`src/rtl/uart_pkg.sv`:
```
// Shared UART definitions: receive state encoding, parameter legality checks
// and the parity helper used by both the rx and tx engines.
package uart_pkg;

    typedef enum logic [2:0] {
        RX_IDLE,
        RX_START,
        RX_DATA,
        RX_PARITY,
        RX_STOP,
        RX_WAIT_IDLE
    } rx_state_t;

    localparam int MIN_DATA_BITS  = 5;
    localparam int MAX_DATA_BITS  = 9;
    localparam int MIN_OVERSAMPLE = 4;
    localparam int MAX_OVERSAMPLE = 32;

    function automatic logic data_bits_ok(input int n);
        return (n >= MIN_DATA_BITS) && (n <= MAX_DATA_BITS);
    endfunction

    function automatic logic oversample_ok(input int os);
        return (os >= MIN_OVERSAMPLE) && (os <= MAX_OVERSAMPLE) && ((os % 2) == 0);
    endfunction

    // Expected parity bit for a payload; narrower payloads are zero-extended.
    function automatic logic parity_of(input logic [MAX_DATA_BITS-1:0] d, input logic odd);
        return (^d) ^ odd;
    endfunction

endpackage

```
`src/rtl/uart_sync2.sv`:
```
// Two-flop synchroniser for an asynchronous input that idles high.
module uart_sync2 (
    input  logic clk,
    input  logic rst_n,
    input  logic d,
    output logic q
);

    logic meta;

    always_ff @(posedge clk or negedge rst_n) begin
        if (!rst_n) begin
            meta <= 1'b1;
            q    <= 1'b1;
        end else begin
            meta <= d;
            q    <= meta;
        end
    end

endmodule

```
`src/rtl/uart_rx_core.sv`:
```
// UART receive engine: oversampled start detection with glitch rejection,
// mid-bit sampling, optional parity, 1/2 stop bits, valid/ready output.
module uart_rx_core #(
    parameter int DATA_BITS  = 8,
    parameter int OVERSAMPLE = 16,
    parameter int PARITY_EN  = 0,
    parameter int PARITY_ODD = 0,
    parameter int STOP_BITS  = 1
) (
    input  logic                 clk,
    input  logic                 rst_n,
    input  logic                 baud_tick,
    input  logic                 rx,
    output logic [DATA_BITS-1:0] rx_data,
    output logic                 rx_valid,
    input  logic                 rx_ready,
    output logic                 frame_err,
    output logic                 parity_err,
    output logic                 overrun,
    output logic                 busy
);

    import uart_pkg::*;

    if (!data_bits_ok(DATA_BITS) || !oversample_ok(OVERSAMPLE) ||
        !(STOP_BITS == 1 || STOP_BITS == 2)) begin : g_bad_param
        $error("uart_rx_core: illegal DATA_BITS/OVERSAMPLE/STOP_BITS");
    end

    localparam int             TW        = $clog2(OVERSAMPLE);
    localparam logic [TW-1:0]  TICK_LAST = TW'(OVERSAMPLE - 1);
    localparam logic [TW-1:0]  TICK_MID  = TW'(OVERSAMPLE / 2 - 1);
    localparam logic [3:0]     DATA_LAST = 4'(DATA_BITS - 1);
    localparam logic [3:0]     STOP_LAST = 4'(STOP_BITS - 1);
    localparam logic           PAR_ODD   = (PARITY_ODD != 0);

    logic                 rx_s;
    rx_state_t            state;
    logic [TW-1:0]        tick_cnt;
    logic [3:0]           bit_cnt;
    logic [DATA_BITS-1:0] shreg;
    logic                 stop_bad;
    logic                 par_bad;
    logic                 drop;
    logic                 complete;
    logic                 out_free;

    uart_sync2 u_sync (
        .clk   (clk),
        .rst_n (rst_n),
        .d     (rx),
        .q     (rx_s)
    );

    always_comb begin
        complete = baud_tick && (state == RX_STOP) && (tick_cnt == TICK_LAST) &&
                   (bit_cnt == STOP_LAST);
        out_free = !rx_valid || rx_ready;
    end

    always_ff @(posedge clk or negedge rst_n) begin
        if (!rst_n) begin
            state    <= RX_IDLE;
            tick_cnt <= '0;
            bit_cnt  <= '0;
            shreg    <= '0;
            stop_bad <= 1'b0;
            par_bad  <= 1'b0;
            busy     <= 1'b0;
        end else if (baud_tick) begin
            case (state)
                RX_IDLE: begin
                    if (!rx_s) begin
                        state    <= RX_START;
                        tick_cnt <= '0;
                        busy     <= 1'b1;
                    end
                end
                // Half a bit after the falling edge the line must still be low.
                RX_START: begin
                    if (tick_cnt == TICK_MID) begin
                        tick_cnt <= '0;
                        if (rx_s) begin
                            state <= RX_IDLE;
                            busy  <= 1'b0;
                        end else begin
                            state    <= RX_DATA;
                            bit_cnt  <= '0;
                            par_bad  <= 1'b0;
                            stop_bad <= 1'b0;
                        end
                    end else begin
                        tick_cnt <= tick_cnt + 1'b1;
                    end
                end
                RX_DATA: begin
                    if (tick_cnt == TICK_LAST) begin
                        tick_cnt <= '0;
                        shreg    <= {rx_s, shreg[DATA_BITS-1:1]};
                        if (bit_cnt == DATA_LAST) begin
                            bit_cnt <= '0;
                            state   <= (PARITY_EN != 0) ? RX_PARITY : RX_STOP;
                        end else begin
                            bit_cnt <= bit_cnt + 1'b1;
                        end
                    end else begin
                        tick_cnt <= tick_cnt + 1'b1;
                    end
                end
                RX_PARITY: begin
                    if (tick_cnt == TICK_LAST) begin
                        tick_cnt <= '0;
                        par_bad  <= (parity_of(MAX_DATA_BITS'(shreg), PAR_ODD) != rx_s);
                        state    <= RX_STOP;
                    end else begin
                        tick_cnt <= tick_cnt + 1'b1;
                    end
                end
                // A low final stop bit parks in WAIT_IDLE so a break cannot retrigger.
                RX_STOP: begin
                    if (tick_cnt == TICK_LAST) begin
                        tick_cnt <= '0;
                        if (!rx_s) stop_bad <= 1'b1;
                        if (bit_cnt == STOP_LAST) begin
                            bit_cnt <= '0;
                            state   <= rx_s ? RX_IDLE : RX_WAIT_IDLE;
                            busy    <= !rx_s;
                        end else begin
                            bit_cnt <= bit_cnt + 1'b1;
                        end
                    end else begin
                        tick_cnt <= tick_cnt + 1'b1;
                    end
                end
                RX_WAIT_IDLE: begin
                    if (rx_s) begin
                        state <= RX_IDLE;
                        busy  <= 1'b0;
                    end
                end
                default: begin
                    state <= RX_IDLE;
                    busy  <= 1'b0;
                end
            endcase
        end
    end

    // Output register: a completed frame loads only when the slot is free,
    // otherwise it is dropped and reported with the next delivered frame.
    always_ff @(posedge clk or negedge rst_n) begin
        if (!rst_n) begin
            rx_data    <= '0;
            rx_valid   <= 1'b0;
            frame_err  <= 1'b0;
            parity_err <= 1'b0;
            overrun    <= 1'b0;
            drop       <= 1'b0;
        end else if (complete && out_free) begin
            rx_data    <= shreg;
            frame_err  <= stop_bad | ~rx_s;
            parity_err <= (PARITY_EN != 0) ? par_bad : 1'b0;
            overrun    <= drop;
            drop       <= 1'b0;
            rx_valid   <= 1'b1;
        end else if (complete) begin
            drop <= 1'b1;
        end else if (rx_valid && rx_ready) begin
            rx_valid <= 1'b0;
        end
    end

endmodule

```
`config.mk`:
```
export PLATFORM = sky130hd
export DESIGN_NAME = uart_rx_core
export DESIGN_NICKNAME = d
export VERILOG_FILES = /design/src/rtl/uart_pkg.sv /design/src/rtl/uart_sync2.sv /design/src/rtl/uart_rx_core.sv
export SDC_FILE = /design/constraint.sdc
export NUM_CORES = 1
export LEC_CHECK = 0
export ABC_AREA = 1
export CAP_MARGIN = 20
export CORE_MARGIN = 2
export CORE_UTILIZATION = 60
export DETAILED_ROUTE_END_ITERATION = 12
export PLACE_DENSITY = 0.81
export SLEW_MARGIN = 20
export SYNTH_ARGS = -nofsm -noshare
export SYNTH_HDL_FRONTEND = slang
export SYNTH_SLANG_ARGS = --single-unit
```
`constraint.sdc`:
```
create_clock -name clk -period 3.2 [get_ports clk]
set_input_delay 0.64 -clock clk [delete_from_list [all_inputs] [get_ports clk]]
set_output_delay 0.64 -clock clk [all_outputs]
set_load 0.05 [all_outputs]
```
-- Yosys cells after proc, flatten, opt, wreduce, memory -nomap -nowiden
Index checks and enable logic that the tools add are counted.
- flip-flop bits (word level): 35
- input bits: 5
- output and inout port bits: 13
- word-level logic and storage cells: 97
- add/subtract/negate cells: 2
- equality and inequality tests: 19
- muxes and demuxes: 36
- bitwise gates (word level): 3
- reductions and logical operators: 24
- operators by type and width (cell ; count):
    2-to-1 mux 4 bit ; 8
    2-to-1 mux 3 bit ; 9
    one-hot mux 4 bit (3 select lines) ; 2
    one-hot mux 3 bit (6 select lines) ; 1
    AND reduction 6 bit ; 3
    != test 2 bit (second input constant) ; 7
    2-to-1 mux 1 bit ; 13
    AND reduction 9 bit ; 1
    adder 4 x 1 -> 4 bit (second input constant) ; 2
    equality test 4 x 3 -> 1 bit (second input constant) ; 2
    != test 2 x 1 -> 1 bit (second input constant) ; 4
    equality test 3 x 2 -> 1 bit (second input constant) ; 2
    equality test 3 bit (second input constant) ; 2
    AND reduction 3 bit ; 2
    nonzero test 2 bit ; 3
    nonzero test 3 bit ; 2
    logical AND 1 bit ; 5
    one-hot mux 1 bit (5 select lines) ; 1
    equality test 4 bit (second input constant) ; 1
    zero test 4 bit ; 1
    equality test 3 x 1 -> 1 bit (second input constant) ; 1
    zero test 3 bit ; 1
    OR reduction 3 bit ; 1
    zero test 1 bit ; 2
    7 further kinds ; 8

-- Logic depth before layout (Yosys ltp)
Gate-level depths: netlist (run 1).
- depth after elaboration: 7
- mapped depth: 10
- mapped depth without buffers: 10

-- Modules after synthesis
From an unflattened synthesis (run 1), not the netlist that was laid out.
- cells, all modules: 225
- area, all modules: 1836.8 µm²
- modules (own cells, without submodules) (module ; times used ; cells an instance ; area each (µm²) ; seq. area each (µm²)):
    uart_rx_core ; 1 ; 223 ; 1784.2 ; 825.8
    uart_sync2 ; 1 ; 2 ; 52.6 ; 52.6

-- Least setup slack after synthesis (run 1)
Ideal clock, no wire load.
- path kind: flip-flop to flip-flop
- start: register tick_cnt[0]
- end: register frame_err
- setup time: 119 ps
- arrival time: 1262 ps
- data required time: 3081 ps
- path slack: 1819 ps
- stages on the path, launching flop included: 7
- path buffers: 1
- period minus slack after synthesis: 1381 ps
- cells stage by stage: dfrtp_1 > ha_1 > nand3_1 > nor2_2 > nand3_2 > buf_6 > o21a_1
- longest elaborated chain between the ends: 4
- ends and longest elaborated chain (item ; line ; text):
    start, declared ; uart_rx_core.sv:39 ; logic [TW-1:0] tick_cnt;
    start signal, assigned ; uart_rx_core.sv:93 ; tick_cnt <= tick_cnt + 1'b1;
    start signal, assigned ; uart_rx_core.sv:107 ; tick_cnt <= tick_cnt + 1'b1;
    start signal, assigned ; uart_rx_core.sv:116 ; tick_cnt <= tick_cnt + 1'b1;
    equality test 4 bit ; uart_rx_core.sv:56 ; complete = baud_tick && (state == RX_STOP) && (tick_cnt == TICK_LAST) &&
    logical AND 1 bit (2 in a row) ; uart_rx_core.sv:56 ;
    logical AND 1 bit ; uart_rx_core.sv:159 ; end else if (complete && out_free) begin
    end signal, assigned ; uart_rx_core.sv:161 ; frame_err <= stop_bad | ~rx_s;
    end, declared ; uart_rx_core.sv:17 ; output logic frame_err,
No other way between the ends.
A chain may end at the register's enable or synchronous reset.

-- Worst setup path in the final report (run 1)
- start: register rx_data[0]
- end: output rx_data[0]
- RTL lines (item ; line ; text):
    start, declared ; uart_rx_core.sv:14 ; output logic [DATA_BITS-1:0] rx_data,
    start signal, assigned ; uart_rx_core.sv:160 ; rx_data <= shreg;
No word-level cell between the ends.

==> flow_summary_export.csv, run 1 <==
group,metric,value,unit
setup_path,critical_path_arrival,1530,ps
detailed_routing,via_count,1470,
cts,clock_tree.root_cell,"sky130_fd_sc_hd__clkbuf_4",
final_layout,layout_commonest_cell,"sky130_fd_sc_hd__nand2_1",
place,dp.cells,265,
synthesis,synth-seq-area-share,50.2,%
pwr,peakVddDrop,0.517,mV
cts,cts_hold_buf,0,
synthesis,ranking_of_synthesized_cells_by_area,"sky130_fd_sc_hd__dfrtp_1 47%, sky130_fd_sc_hd__nand2_1 15%, sky130_fd_sc_hd__inv_1 5.6%",
synthesis,mappedNetlistNets,229,
cts,htree_num_levels,2,
final_layout,final_util,72.0,%
detailed_routing,routed-wl-met2,1.64,mm
floorplanning,coreArea,2760,um2
detailed_routing,detailroute.wirelength.met3,219,um
setup_path,cp_data_required_time,2560,ps
place,place_hpwl,2.57,mm
min_path,worstHoldPathType,"flip-flop to flip-flop",
synthesis,synthesis.area_per_instance,7.92,um2
synthesis,synthSimpleGateAreaFrac,29.2,%
timing,timing.setup.tns,0,ps
detailed_routing,avgViaCountPerCell,5.38,
synthesis,syn-cell-area,1750,um2
min_path,hold_depth,0,
synthesis,count_of_synthesis_stage_warnings_from_yosys,0,
setup_path,cp_max_fo,2,
detailed_routing,post_drt_wl_per_cell,12.4,um
timing,final_critical_path_time_including_i_o_delays_and_setup,2170,ps
detailed_routing,postRouteWirelength,3.37,mm
timing,transition_at_the_pin_with_the_smallest_max_transition_slack,499,ps
synthesis,synthDistinctLibCells,24,
global_routing,initial_antenna_violation_count,0,
synthesis,synth_compound_area_share,9.58,%
detailed_routing,topRoutingLayerUsed,"met4",
cts,clk_pin_slew,120,ps
floorplanning,design.die.area,3370,um2
floorplanning,rows,19,
job,maxCapViolCount,0,
global_routing,grt_first_pass_wirelength,5.84,mm
setup_path,critPathCaptureType,"output pin",
synthesis,synth_cells,221,
setup_path,worst_setup_path_start_kind,"flip-flop",
synthesis,yosys-mux-area-fraction,0,%
timing,finalHoldViolCount,0,
setup_path,worst_path_cell_trace,"clkdlybuf4s50_1",
detailed_routing,wirelength_met1,1.48,mm
final_layout,fin_cells,273,
cts,worstSkewPairLatency,350,ps
timing,slew_headroom,66.7,%
setup_path,critical_path.slowest_cell,"sky130_fd_sc_hd__clkdlybuf4s50_1",
cts,cts.sink_count,35,
cts,cts_buffers,5,
place,gp_routability_congestion,0.839,
final_layout,antenna_cells_inserted,0,
setup_path,worst_path_largest_cell_delay,810,ps
final_layout,mostFrequentLayoutCells,"68 x sky130_fd_sc_hd__nand2_1, 33 x sky130_fd_sc_hd__dfrtp_1, 26 x sky130_fd_sc_hd__inv_1, 18 x sky130_fd_sc_hd__nand3_1, 18 x sky130_fd_sc_hd__o21ai_1",
final_layout,layout-area-overhead-vs-synth,13.4,%
timing,clock_skew,12.1,ps
synthesis,yosys.area_share.adder,2.14,%
cts,clock_tree_from_tritoncts,"done",
setup_path,worstPathBufferInverterCount,1,
setup_path,crit_cells,1,
setup_path,ff2ff_setup_slack,1450,ps
outcome,outcome,"finished, final reports clean",
timing,fin_crit_sh,67.9,%
detailed_routing,drcViolationCount,0,
floorplanning,start_util,63.5,%
final_layout,final_layout_size_suffix_gt1_share,11.6,%
synthesis,synth_largest_area_cell,"sky130_fd_sc_hd__dfrtp_1",
timing,grt_setup_unrepaired,"false",
detailed_routing,drt-initial-drc-count,73,
floorplanning,io_pins,18,
detailed_routing,first_pass_iters,4,
setup_path,kind_of_cell_adding_the_most_delay_to_the_critical_path,"buffers and inverters",
pwr,pleak,0.960,nW
pwr,power_per_cell_area,568,nW/um2
synthesis,synth_top_family_by_area,"simple AND/OR/NAND/NOR gates",
setup_path,timing_worst_setup_path_type,"flip-flop to output pin",
global_routing,globalRouteTotalUtil,23.0,%
synthesis,synth-seq-cells,35,
global_routing,grt_pass1_vias,1351,
cts,cts_post_setup_buffers_inserted,0,
floorplanning,chipHeight,58.0,um
timing,timing.final.max_slew_violations,0,
cts,clock_path_buffers,2,
synthesis,yosys.area_share.xor_xnor,1.00,%
place,buffer_ports.inserted,16,
place,place_worst_setup_slack,1030,ps
timing,timing.fmax,0.460,GHz
cts,post_cts.resized_instances,0,
synthesis,synthDominantCellAreaShare,47.2,%
floorplanning,die_width,58.0,um
setup_path,r2r.worst_path.cells,5,
timing,setup_viol,0,
global_routing,largest_net_degree_at_the_start_of_global_routing,36,
timing,final_critical_path_setup_slack,1030,ps
global_routing,overflow,0,
final_layout,layout.nets,249,
timing,fin_hold_ws,368,ps
detailed_routing,postRouteAntennaNets,0,
metal layers:
metal	track usage (%)	vias up
li1	-	739
met1	29.2	675
met2	37.5	51
met3	7.81	5
met4	6.98	0
met5	0	-
flip-flops by register name, summed over array words and instances (netlist names):
| signal | count |
|---|---|
| u_sync.q | 1 |
| rx_valid | 1 |
| stop_bad | 1 |
| shreg | 8 |
| overrun | 1 |
| rx_data | 8 |
| frame_err | 1 |
| u_sync.meta | 1 |
| drop | 1 |
| busy | 1 |
| state | 3 |
| bit_cnt | 4 |
| tick_cnt | 4 |
power by group:
group	internal (mW)	switching, mW	total (mW)
logic	0.117	0.245	0.362
clock network	0.0838	0.155	0.239
registers	0.480	0.0483	0.528
final timing paths:
kind                         endpoint   startpoint
min in group asynchronous    shreg[0]        rst_n
setup / recovery           rx_data[0]   rx_data[0]
hold / removal               u_sync.q  u_sync.meta
setup reg to reg            frame_err  tick_cnt[0]
max in group asynchronous    u_sync.q        rst_n
hold reg to reg              u_sync.q  u_sync.meta
stage by stage:
| stage | cell area (um2) | power, mW |
|---|---|---|
| floorplan | 1750 | 0.801 |
| global placement | 1930 | 0.877 |
| detailed placement | 1930 | 0.895 |
| CTS | 1990 | 1.13 |
| finish | 1990 | 1.13 |
| global route | 1990 | 1.21 |
logic make-up after synthesis:
logic type	count (synthesis)
flip-flops	35
AO/OA/AOI/OAI	32
buffers and inverters	32
AND/OR/NAND/NOR	116
XOR/XNOR	2
adder cells (fa/ha/maj)	3
other	1
Yosys cell counts:
cell                        n
sky130_fd_sc_hd__nand2_1   68
sky130_fd_sc_hd__dfrtp_1   33
sky130_fd_sc_hd__inv_1     26
sky130_fd_sc_hd__nand3_1   18
sky130_fd_sc_hd__o21ai_1   18
sky130_fd_sc_hd__nor2_1    14
sky130_fd_sc_hd__nand2_2    6
sky130_fd_sc_hd__o21ai_0    6
sky130_fd_sc_hd__a21oi_1    5
sky130_fd_sc_hd__nor2_2     5
sky130_fd_sc_hd__ha_1       3
sky130_fd_sc_hd__a21boi_0   2
sky130_fd_sc_hd__buf_2      2
sky130_fd_sc_hd__dfstp_2    2
sky130_fd_sc_hd__inv_2      2
sky130_fd_sc_hd__nor2_4     2
sky130_fd_sc_hd__xor2_1     2
sky130_fd_sc_hd__buf_4      1
sky130_fd_sc_hd__buf_6      1
sky130_fd_sc_hd__conb_1     1
sky130_fd_sc_hd__nand3_2    1
sky130_fd_sc_hd__nand4_1    1
sky130_fd_sc_hd__o21a_1     1
sky130_fd_sc_hd__or2_2      1
layout make-up:
type / count / area (um2)
sequential: 35 / 878
fill: 239 / 772
multi-input combinational: 154 / 738
timing repair buffer: 17 / 168
inverter: 28 / 105
tap: 31 / 38.8
clock buffer: 5 / 37.5
clock inverter: 3 / 20.0
No activity file was read; power rests on OpenSTA's default activity.
==> inputs of run 2 (changes only) <==
--- a/config.mk
+++ b/config.mk
@@ -8,9 +8,9 @@
 export ABC_AREA = 1
 export CAP_MARGIN = 20
 export CORE_MARGIN = 2
-export CORE_UTILIZATION = 60
+export CORE_UTILIZATION = 55
 export DETAILED_ROUTE_END_ITERATION = 12
-export PLACE_DENSITY = 0.81
+export PLACE_DENSITY = 0.75
 export SLEW_MARGIN = 20
 export SYNTH_ARGS = -nofsm -noshare
 export SYNTH_HDL_FRONTEND = slang
==> constraint.sdc (replaced) <==
create_clock -name clk -period 2.3 [get_ports clk]
set_input_delay 0.46 -clock clk [delete_from_list [all_inputs] [get_ports clk]]
set_output_delay 0.46 -clock clk [all_outputs]
set_load 0.05 [all_outputs]
==> flow_summary_export.csv, run 2 (synthesis results as in run 1) <==
group,metric,value,unit
floorplanning,coreArea,3030,um2
setup_path,worstPathBufferInverterCount,1,
timing,timing.final.max_slew_violations,0,
job,maxCapViolCount,0,
min_path,worstHoldPathType,"flip-flop to flip-flop",
cts,clock_path_buffers,2,
global_routing,largest_net_degree_at_the_start_of_global_routing,36,
final_layout,final_util,66.0,%
timing,finalHoldViolCount,0,
cts,cts_post_setup_buffers_inserted,0,
cts,clock_tree_from_tritoncts,"done",
setup_path,kind_of_cell_adding_the_most_delay_to_the_critical_path,"buffers and inverters",
outcome,outcome,"finished, final reports clean",
cts,cts_buffers,5,
setup_path,cp_data_required_time,1840,ps
timing,final_critical_path_time_including_i_o_delays_and_setup,1970,ps
timing,clock_skew,9.58,ps
final_layout,layout-area-overhead-vs-synth,14.2,%
timing,timing.setup.tns,0,ps
cts,worstSkewPairLatency,340,ps
detailed_routing,postRouteAntennaNets,0,
cts,clock_tree.root_cell,"sky130_fd_sc_hd__clkbuf_4",
global_routing,grt_pass1_vias,1156,
final_layout,final_design_area_no_fill,2000,um2
setup_path,critPathCaptureType,"output pin",
pwr,power_per_cell_area,769,nW/um2
cts,post_cts.resized_instances,0,
floorplanning,start_util,57.8,%
place,place_hpwl,2.25,mm
detailed_routing,via_count,1368,
floorplanning,die_width,60.4,um
setup_path,worst_path_cell_trace,"clkdlybuf4s50_1",
cts,htree_num_levels,2,
setup_path,worst_path_largest_cell_delay,810,ps
detailed_routing,drt-initial-drc-count,44,
final_layout,layout.nets,249,
pwr,pleak,0.961,nW
final_layout,fin_cells,286,
timing,grt_setup_unrepaired,"false",
detailed_routing,post_drt_wl_per_cell,10.4,um
pwr,peakVddDrop,0.557,mV
cts,cts.sink_count,35,
floorplanning,chipHeight,60.4,um
global_routing,overflow,0,
global_routing,grt_first_pass_wirelength,5.00,mm
detailed_routing,postRouteWirelength,2.98,mm
global_routing,globalRouteTotalUtil,18.8,%
timing,setup_viol,0,
detailed_routing,avgViaCountPerCell,4.78,
cts,cts_hold_buf,0,
detailed_routing,drcViolationCount,0,
floorplanning,design.die.area,3650,um2
setup_path,timing_worst_setup_path_type,"flip-flop to output pin",
detailed_routing,first_pass_iters,4,
place,dp.cells,278,
final_layout,reg_top3,"rx_data (8), shreg (8)",
timing,fin_crit_sh,85.7,%
final_layout,final_layout_size_suffix_gt1_share,11.2,%
final_layout,mostFrequentLayoutCells,"68 x sky130_fd_sc_hd__nand2_1, 33 x sky130_fd_sc_hd__dfrtp_1, 26 x sky130_fd_sc_hd__inv_1, 18 x sky130_fd_sc_hd__nand3_1, 18 x sky130_fd_sc_hd__o21ai_1",
global_routing,initial_antenna_violation_count,0,
timing,timing.fmax,0.508,GHz
floorplanning,io_pins,18,
setup_path,cp_max_fo,2,
place,buffer_ports.inserted,16,
place,dpl-instance-area,1940,um2
setup_path,critical_path.slowest_cell,"sky130_fd_sc_hd__clkdlybuf4s50_1",
final_layout,layout_commonest_cell,"sky130_fd_sc_hd__nand2_1",
place,gp_routability_congestion,0.822,
final_layout,fillerInstances,278,
cts,clk_pin_slew,100,ps
floorplanning,rows,20,
final_layout,antenna_cells_inserted,0,
setup_path,critical_path_arrival,1510,ps
setup_path,worst_setup_path_start_kind,"flip-flop",
==> run 2: changes by cell type in the layout (fill, tap and decap cells not counted), sizes merged <==
cell / change
clkinvlp: -1
clkbuf: +1
==> run 2: worst paths after layout <==
| kind | startpoint | to | slack (ps) | cells past startpoint |
|---|---|---|---|---|
| min in group asynchronous | rst_n | busy | 500 | 2 |
| max in group asynchronous | rst_n | u_sync.meta | 1470 | 2 |
| worst max-delay path | frame_err | frame_err | 330 | 1 |
| worst min register to register | u_sync.meta | u_sync.q | 360 | 0 |
| worst min-delay path | u_sync.meta | u_sync.q | 360 | 0 |
| worst max register to register | tick_cnt[0] | frame_err | 590 | 5 |
==> run 2: per-stage QoR <==
step / hold slack [ps] / setup WS (ps) / power [mW]
3_5_place_dp: 349 / 313 / 1.23
2_1_floorplan: 164 / 919 / 1.11
6_report: 364 / 330 / 1.54
3_3_place_gp: 346 / 346 / 1.23
4_1_cts: 365 / 310 / 1.55
5_1_grt: 367 / 270 / 1.67
==> run 2: report_power, final <==
part	switching, mW	internal, mW
logic	0.330	0.162
clock network	0.197	0.118
registers	0.0637	0.668
total	0.590	0.947
==> run 2: layout make-up <==
class	instances	area [um2]	share of cell area [%]
Clock buffer	6	41.3	2.07
Clock inverter	2	12.5	0.626
Inverter	28	105	5.26
Multi-Input combinational cell	154	738	36.9
Sequential cell	35	878	44.0
Tap cell	44	55.1	2.76
Timing Repair Buffer	17	168	8.39
==> run 2: layer usage <==
metal	track usage, %	share of wire, %	vias up	wire length [um]
li1	-	-	735	-
met1	26.1	52	609	1560
met2	27.8	42	18	1250
met3	6.40	4.1	6	121
met4	6.52	1.7	0	51
met5	0	0	-	0
